### src/rtl/corelet_ctrl.sv
// corelet_ctrl: instruction sequencer that walks the corelet through one
// convolution tile (weight-stationary or output-stationary) and issues the
// matching xmem reads and pmem writes.
module corelet_ctrl #(
    parameter int unsigned row     = 8,
    parameter int unsigned col     = 8,
    parameter int unsigned len_nij = 36,
    parameter int unsigned len_kij = 9,
    parameter int unsigned xaddr_w = 11,
    parameter int unsigned paddr_w = 11
) (
    input  logic               clk,
    input  logic               reset,
    input  logic               start,
    input  logic               mode_sel,
    input  logic               o_valid,
    input  logic               o_ready,
    output logic [7:0]         inst,
    output logic               mode,
    output logic               output_en,
    output logic               xmem_cen,
    output logic [xaddr_w-1:0] xmem_addr,
    output logic               pmem_cen,
    output logic               pmem_wen,
    output logic [paddr_w-1:0] pmem_addr,
    output logic               busy,
    output logic               done
);

    typedef enum logic [3:0] {
        StIdle, StWLoad, StKLoad, StKFlush, StALoad, StExec, StDrain,
        StOsLoad, StOsExec, StOsFlush, StOsOut, StOsDrain, StDone
    } state_e;

    localparam logic [15:0]  ColLast   = 16'(col - 1);
    localparam logic [15:0]  NijLast   = 16'(len_nij - 1);
    localparam logic [15:0]  KijLast   = 16'(len_kij - 1);
    localparam logic [15:0]  FlushLast = 16'(row + col - 1);
    localparam int unsigned  WBase     = 1024;

    state_e               state_q, state_d;
    logic [15:0]          cnt_q, cnt_d, k_q, k_d;
    logic                 mode_q, mode_d;
    logic                 acc_q, acc_d, ififo_wr_q, ififo_wr_d, ififo_rd_q, ififo_rd_d;
    logic                 l0_rd_q, l0_rd_d, l0_wr_q, l0_wr_d;
    logic [1:0]           inst_w_q, inst_w_d;
    logic                 output_en_q, output_en_d;
    logic                 xmem_cen_q, xmem_cen_d, pmem_cen_q, pmem_cen_d, pmem_wen_q, pmem_wen_d;
    logic [xaddr_w-1:0]   xmem_addr_q, xmem_addr_d;
    logic [paddr_w-1:0]   pmem_addr_q, pmem_addr_d;
    logic                 busy_q, busy_d, done_q, done_d;
    logic                 ofifo_rd;

    // Next-state, counter and next-output computation; outputs describe the following cycle.
    always_comb begin
        state_d     = state_q;
        cnt_d       = cnt_q;
        k_d         = k_q;
        mode_d      = mode_q;
        xmem_cen_d  = 1'b1;
        xmem_addr_d = xmem_addr_q;
        pmem_cen_d  = 1'b1;
        pmem_wen_d  = 1'b1;
        pmem_addr_d = pmem_addr_q;
        l0_rd_d     = 1'b0;
        ififo_rd_d  = 1'b0;
        inst_w_d    = 2'b00;
        ofifo_rd    = 1'b0;
        // xmem data arrives one cycle after the read, so fifo writes trail the read strobe
        l0_wr_d     = ~xmem_cen_q;
        ififo_wr_d  = ~xmem_cen_q & mode_q;

        unique case (state_q)
            StIdle: begin
                if (start) begin
                    state_d = mode_sel ? StOsLoad : StWLoad;
                    mode_d  = mode_sel;
                    cnt_d   = '0;
                    k_d     = '0;
                end
            end
            StWLoad: begin
                xmem_cen_d  = 1'b0;
                xmem_addr_d = xaddr_w'(WBase + col * k_q + cnt_q);
                if (cnt_q == ColLast) begin
                    cnt_d   = '0;
                    state_d = StKLoad;
                end else cnt_d = cnt_q + 16'd1;
            end
            StKLoad: begin
                l0_rd_d  = 1'b1;
                inst_w_d = 2'b01;
                if (cnt_q == ColLast) begin
                    cnt_d   = '0;
                    state_d = StKFlush;
                end else cnt_d = cnt_q + 16'd1;
            end
            StKFlush, StOsFlush: begin
                if (cnt_q == FlushLast) begin
                    cnt_d   = '0;
                    state_d = (state_q == StOsFlush) ? StOsOut : StALoad;
                end else cnt_d = cnt_q + 16'd1;
            end
            StALoad, StOsLoad: begin
                xmem_cen_d  = 1'b0;
                xmem_addr_d = xaddr_w'(cnt_q);
                if (cnt_q == ((state_q == StOsLoad) ? KijLast : NijLast)) begin
                    cnt_d   = '0;
                    state_d = (state_q == StOsLoad) ? StOsExec : StExec;
                end else cnt_d = cnt_q + 16'd1;
            end
            StExec, StOsExec: begin
                // a full OFIFO freezes the array: no strobes and no count advance
                if (o_ready) begin
                    l0_rd_d    = 1'b1;
                    ififo_rd_d = (state_q == StOsExec);
                    inst_w_d   = 2'b10;
                    if (cnt_q == ((state_q == StOsExec) ? KijLast : NijLast)) begin
                        cnt_d   = '0;
                        state_d = (state_q == StOsExec) ? StOsFlush : StDrain;
                    end else cnt_d = cnt_q + 16'd1;
                end
            end
            StDrain, StOsDrain: begin
                // read only when a row is present this cycle; the psum lands in pmem next cycle
                if (o_valid) begin
                    ofifo_rd    = 1'b1;
                    pmem_cen_d  = 1'b0;
                    pmem_wen_d  = 1'b0;
                    pmem_addr_d = paddr_w'(len_nij * k_q + cnt_q);
                    if (cnt_q == ((state_q == StOsDrain) ? ColLast : NijLast)) begin
                        cnt_d = '0;
                        if (state_q == StOsDrain || k_q == KijLast) begin
                            state_d = StDone;
                        end else begin
                            k_d     = k_q + 16'd1;
                            state_d = StWLoad;
                        end
                    end else cnt_d = cnt_q + 16'd1;
                end
            end
            StOsOut: state_d = StOsDrain;
            StDone:  state_d = StIdle;
            default: state_d = StIdle;
        endcase

        // Status strobes track the state they describe
        busy_d      = (state_d != StIdle);
        done_d      = (state_d == StDone);
        output_en_d = (state_d == StOsOut);
        acc_d       = (state_d == StDrain) && (k_d != '0);
    end

    // State, counters and registered outputs
    always_ff @(posedge clk or negedge reset) begin
        if (!reset) begin
            state_q     <= StIdle;
            cnt_q       <= '0;
            k_q         <= '0;
            mode_q      <= 1'b0;
            acc_q       <= 1'b0;
            ififo_wr_q  <= 1'b0;
            ififo_rd_q  <= 1'b0;
            l0_rd_q     <= 1'b0;
            l0_wr_q     <= 1'b0;
            inst_w_q    <= 2'b00;
            output_en_q <= 1'b0;
            xmem_cen_q  <= 1'b1;
            xmem_addr_q <= '0;
            pmem_cen_q  <= 1'b1;
            pmem_wen_q  <= 1'b1;
            pmem_addr_q <= '0;
            busy_q      <= 1'b0;
            done_q      <= 1'b0;
        end else begin
            state_q     <= state_d;
            cnt_q       <= cnt_d;
            k_q         <= k_d;
            mode_q      <= mode_d;
            acc_q       <= acc_d;
            ififo_wr_q  <= ififo_wr_d;
            ififo_rd_q  <= ififo_rd_d;
            l0_rd_q     <= l0_rd_d;
            l0_wr_q     <= l0_wr_d;
            inst_w_q    <= inst_w_d;
            output_en_q <= output_en_d;
            xmem_cen_q  <= xmem_cen_d;
            xmem_addr_q <= xmem_addr_d;
            pmem_cen_q  <= pmem_cen_d;
            pmem_wen_q  <= pmem_wen_d;
            pmem_addr_q <= pmem_addr_d;
            busy_q      <= busy_d;
            done_q      <= done_d;
        end
    end

    // ofifo_rd is qualified by the live o_valid so it can never pop an empty OFIFO
    assign inst      = {acc_q, ofifo_rd, ififo_wr_q, ififo_rd_q, l0_rd_q, l0_wr_q, inst_w_q};
    assign mode      = mode_q;
    assign output_en = output_en_q;
    assign xmem_cen  = xmem_cen_q;
    assign xmem_addr = xmem_addr_q;
    assign pmem_cen  = pmem_cen_q;
    assign pmem_wen  = pmem_wen_q;
    assign pmem_addr = pmem_addr_q;
    assign busy      = busy_q;
    assign done      = done_q;

endmodule

### config.mk
export PLATFORM = sky130hd
export DESIGN_NAME = corelet_ctrl
export DESIGN_NICKNAME = d
export VERILOG_FILES = /design/src/rtl/corelet_ctrl.sv
export SDC_FILE = /design/constraint.sdc
export NUM_CORES = 1
export LEC_CHECK = 0
export ABC_AREA = 1
export CORE_MARGIN = 2
export CORE_UTILIZATION = 55
export CTS_BUF_LIST = sky130_fd_sc_hd__clkbuf_4
export CTS_CLUSTER_SIZE = 24
export DETAILED_ROUTE_END_ITERATION = 8
export PLACE_DENSITY_LB_ADDON = 0.3
export REMOVE_ABC_BUFFERS = 1
export SYNTH_ARGS = -nofsm -noshare
export SYNTH_HDL_FRONTEND = slang
export SYNTH_SLANG_ARGS = --single-unit
export TNS_END_PERCENT = 30
### constraint.sdc
create_clock -name clk -period 3.33 [get_ports clk]
set_input_delay 0.4995 -clock clk [delete_from_list [all_inputs] [get_ports clk]]
set_output_delay 0.4995 -clock clk [all_outputs]
set_load 0.01 [all_outputs]
==> impl_results.md <==
- CTS clk-pin slew, worst paths: 0.14 ns
- Outcome: completed
- Layout cells sized above 1: 9.75%
- Num CTS Buffers: 9
- Die ar.: 9760 µm²
- CP Launch Point: state_q[2]
- Top FF cell, synth: dfrtp_1
- Seq/Total Area, Yosys: 36.0%
- Clk root buf: clkbuf_4
- Hold Crit Class: input port to async pin
- Switching share of power: 41.0%
- Post-detail-place hpwl: 9.39 mm
- Post-Synthesis Mean Instance Area: 7.37 µm²
- Final Skew: 0.0131 ns
- Cell area after technology mapping: 4940 µm²
- VDD IR max: 0.424 mV
- Int Power: 0.00184 W
- Clk sinks: 71
- Initial antenna violation count: 0
- Combinational group share of total power: 41.8%
- Largest delay share family, worst path: buffers and inverters
- Minimum hold slack: 0.0843 ns
- CTS tree: yes
- Sw Pwr: 0.00128 W
- FFs w/ async S/R, synth: 100%
- Reg2Reg Capture Point: pmem_addr[10]
- Ant diodes: 0
- Vias per inst: 5.58
- Number of flops mapped to enable cells by yosys: 0
- GR Util All Layers: 27.3%
- Setup crit end kind: output pin
- Final Max Tran Viols: 0
- Synth cell types: 40
- RSZ-0062 raised after global routing: no
- DRT Pass-1 Iters: 6
- Final wirelength: 12.5 mm
- Synth-to-Final Area Change: 13.5%
- Setup crit start kind: flip-flop
- Tightest Pin Transition: 0.729 ns
- FP Rows: 34
- CP max FO: 7
- Crit-path slowest cell: clkdlybuf4s50_1
- WS Path Type: flip-flop to output pin
- Period Utilization, post-route: 88.5%
- Post-synth top area cell: dfrtp_1
- Die Width: 98.8 µm
- Largest net degree at the start of global routing: 44
- Critical Path AT: 2.45 ns
- CP Cell Sequence: inv_2 > nor2_2 > nand2_1 > nand2_2 > inv_2 > nor2_2 > clkdlybuf4s50_1
- TNS Setup: 0 ns
- I/O Buffers: 42
- Antenna-violating nets left: 0
- Setup bufs post-CTS: 0
- Cell with the most instances after synthesis: nand2_1
- Initial core utilization: 56.7%
- Final cell count without fillers: 826
- Post-synth top cells: nand2_1 (170), nor2_1 (79), inv_1 (76), dfrtp_1 (69), nand3_1 (57)
- Placed insts: 810
- Max-cap violations: 0
- Vias in the first global route: 4585
- Clock group share of total power: 21.8%
- Yosys reg bits: 71
- RD Place Congestion: 0.942
- Die height: 98.8 µm
- H-Tree Depth: 3
- Core Region: 8720 µm²
- R2R depth: 13
- Slew headroom: 51.4%
- Power per Cell Area: 557 nW/µm²
- Clk buf depth: 2
- DRT iter0 DRCs: 315
- First-pass GRT wire length: 21.5 mm
- Tmin final: 2.95 ns
- # setup viols final: 0
- DR WL/cell: 15.1 µm
- Final Hold Vio Count: 0
- Synth warn: 0
- Crit path required time: 2.83 ns
- Clock Latency Late Sink: 0.45 ns
- Synth Instances: 671
- Nets: 755
- Highest clock rate: 339 MHz
- Reg2reg start: k_q[4]
- Area contributors post-synth: dfrtp_1 (35%), nand2_1 (13%), ha_1 (8.4%), nor2_1 (6.0%), nand3_1 (5.8%)
- Global route total overflow: 0
- Cts repair resizes: 0
- Total number of vias: 4613
- DRC viols: 0
- CP peak stage delay: 0.60 ns
- Top Ports: 43
- Leakage Power: 2.79 nW
- Top cell type's share of synthesized area: 34.9%
- R2R Setup Slk: 0.64 ns
- CP bufs+invs: 3
- Cts hold-fix bufs: 0
- Seq pwr share: 36.3%
-- cell families (layout without fill, tap and decap cells) --
family                     count (synthesis)  after routing  synth area share [%]
AOI/OAI and AO/OA                         80             80                  9.14
xor gates and xnor gates                  16             16                  2.84
adders and majority gates                 36             36                  9.57
buffers and inverters                    106            153                  8.89
DFF                                       71             71                  36.0
and+or+nand+nor                          362            362                  33.6
-- cells in the final DEF, fill, tap and decap left out, types with 3 or more instances in the layout --
cell,instances
nand2_1,170
nor2_1,79
inv_1,76
dfrtp_1,69
nand3_1,57
clkdlybuf4s50_1,41
ha_1,33
o21ai_0,25
a21oi_1,24
inv_2,14
nor3_1,11
o21ai_1,11
nand4_1,9
xor2_1,9
clkbuf_4,9
nand2_2,8
nor2_4,7
nor2_2,7
xnor2_1,7
o211ai_1,6
nand3_4,3
o21bai_1,3
nor3b_1,3
fa_1,3
clkinv_4,3
-- state kept, by name, indices dropped and copies added (netlist names), 2 cells and up --
| signal | flops |
|---|---|
| cnt_q | 16 |
| state_q | 4 |
| inst_w_q | 2 |
| xmem_addr | 11 |
| k_q | 16 |
| pmem_addr | 11 |
-- power by group through the flow --
stage / sequential (W) / combinational [W] / clock (W)
after floorplan: 0.00120 / 0.000718 / 0
after global placement: 0.00115 / 0.00128 / 0
after detailed placement: 0.00115 / 0.00129 / 0
after CTS: 0.00114 / 0.00131 / 0.000691
after global routing: 0.00116 / 0.00146 / 0.000723
final: 0.00114 / 0.00131 / 0.000682
-- per-stage QoR --
stage | worst slack, ns | instance area [µm²] | power [W] | util, %
after floorplan | 0.833 | 4850 | 0.00192 | -
after global placement | 0.709 | 5440 | 0.00243 | 62.4
after detailed placement | 0.673 | 5440 | 0.00245 | 62.4
after CTS | 0.385 | 5610 | 0.00313 | 64.3
after global routing | 0.280 | 5610 | 0.00334 | 64.3
final | 0.382 | 5610 | 0.00312 | 64.3
-- how the worst max path moves through the flow --
| stage | endpoint | slack (ns) | cells after the start |
|---|---|---|---|
| global placement | pmem_addr[10] | 0.71 | 13 |
| finish | inst[6] | 0.38 | 7 |
| detailed placement | pmem_addr[10] | 0.67 | 13 |
| CTS | inst[6] | 0.39 | 7 |
| floorplan | pmem_addr[10] | 0.83 | 13 |
| global route | inst[6] | 0.28 | 7 |
-- layout make-up --
type                    count  area, µm²
clock buffers               9       67.6
repair buffers             45        450
clock inverters             7        104
multi-input cells         494       2720
inverters                  92        349
well taps                 108        135
flip-flops and latches     71       1780
fillers                   736       3110
-- worst register-to-register path: cells and delay by family (launching register included) --
family | cells | cell delay, ns
and+or+nand+nor | 3 | 0.22
AOI/OAI and AO/OA | 4 | 0.57
adders and majority gates | 4 | 1.26
buffers and inverters | 2 | 0.09
DFF | 1 | 0.50
-- routing by layer --
layer  GRT usage, %  routed length (µm)  vias to the layer above  share of wire (%)
li1               -                   -                     2261                  -
met1           37.9                5650                     2156                 45
met3           4.40                 755                       23                6.0
met2           44.5                5920                      173                 47
met4           7.48                 186                        0                1.5
met5              0                   0                        -                  0
Power figures use the tool's default switching activity.
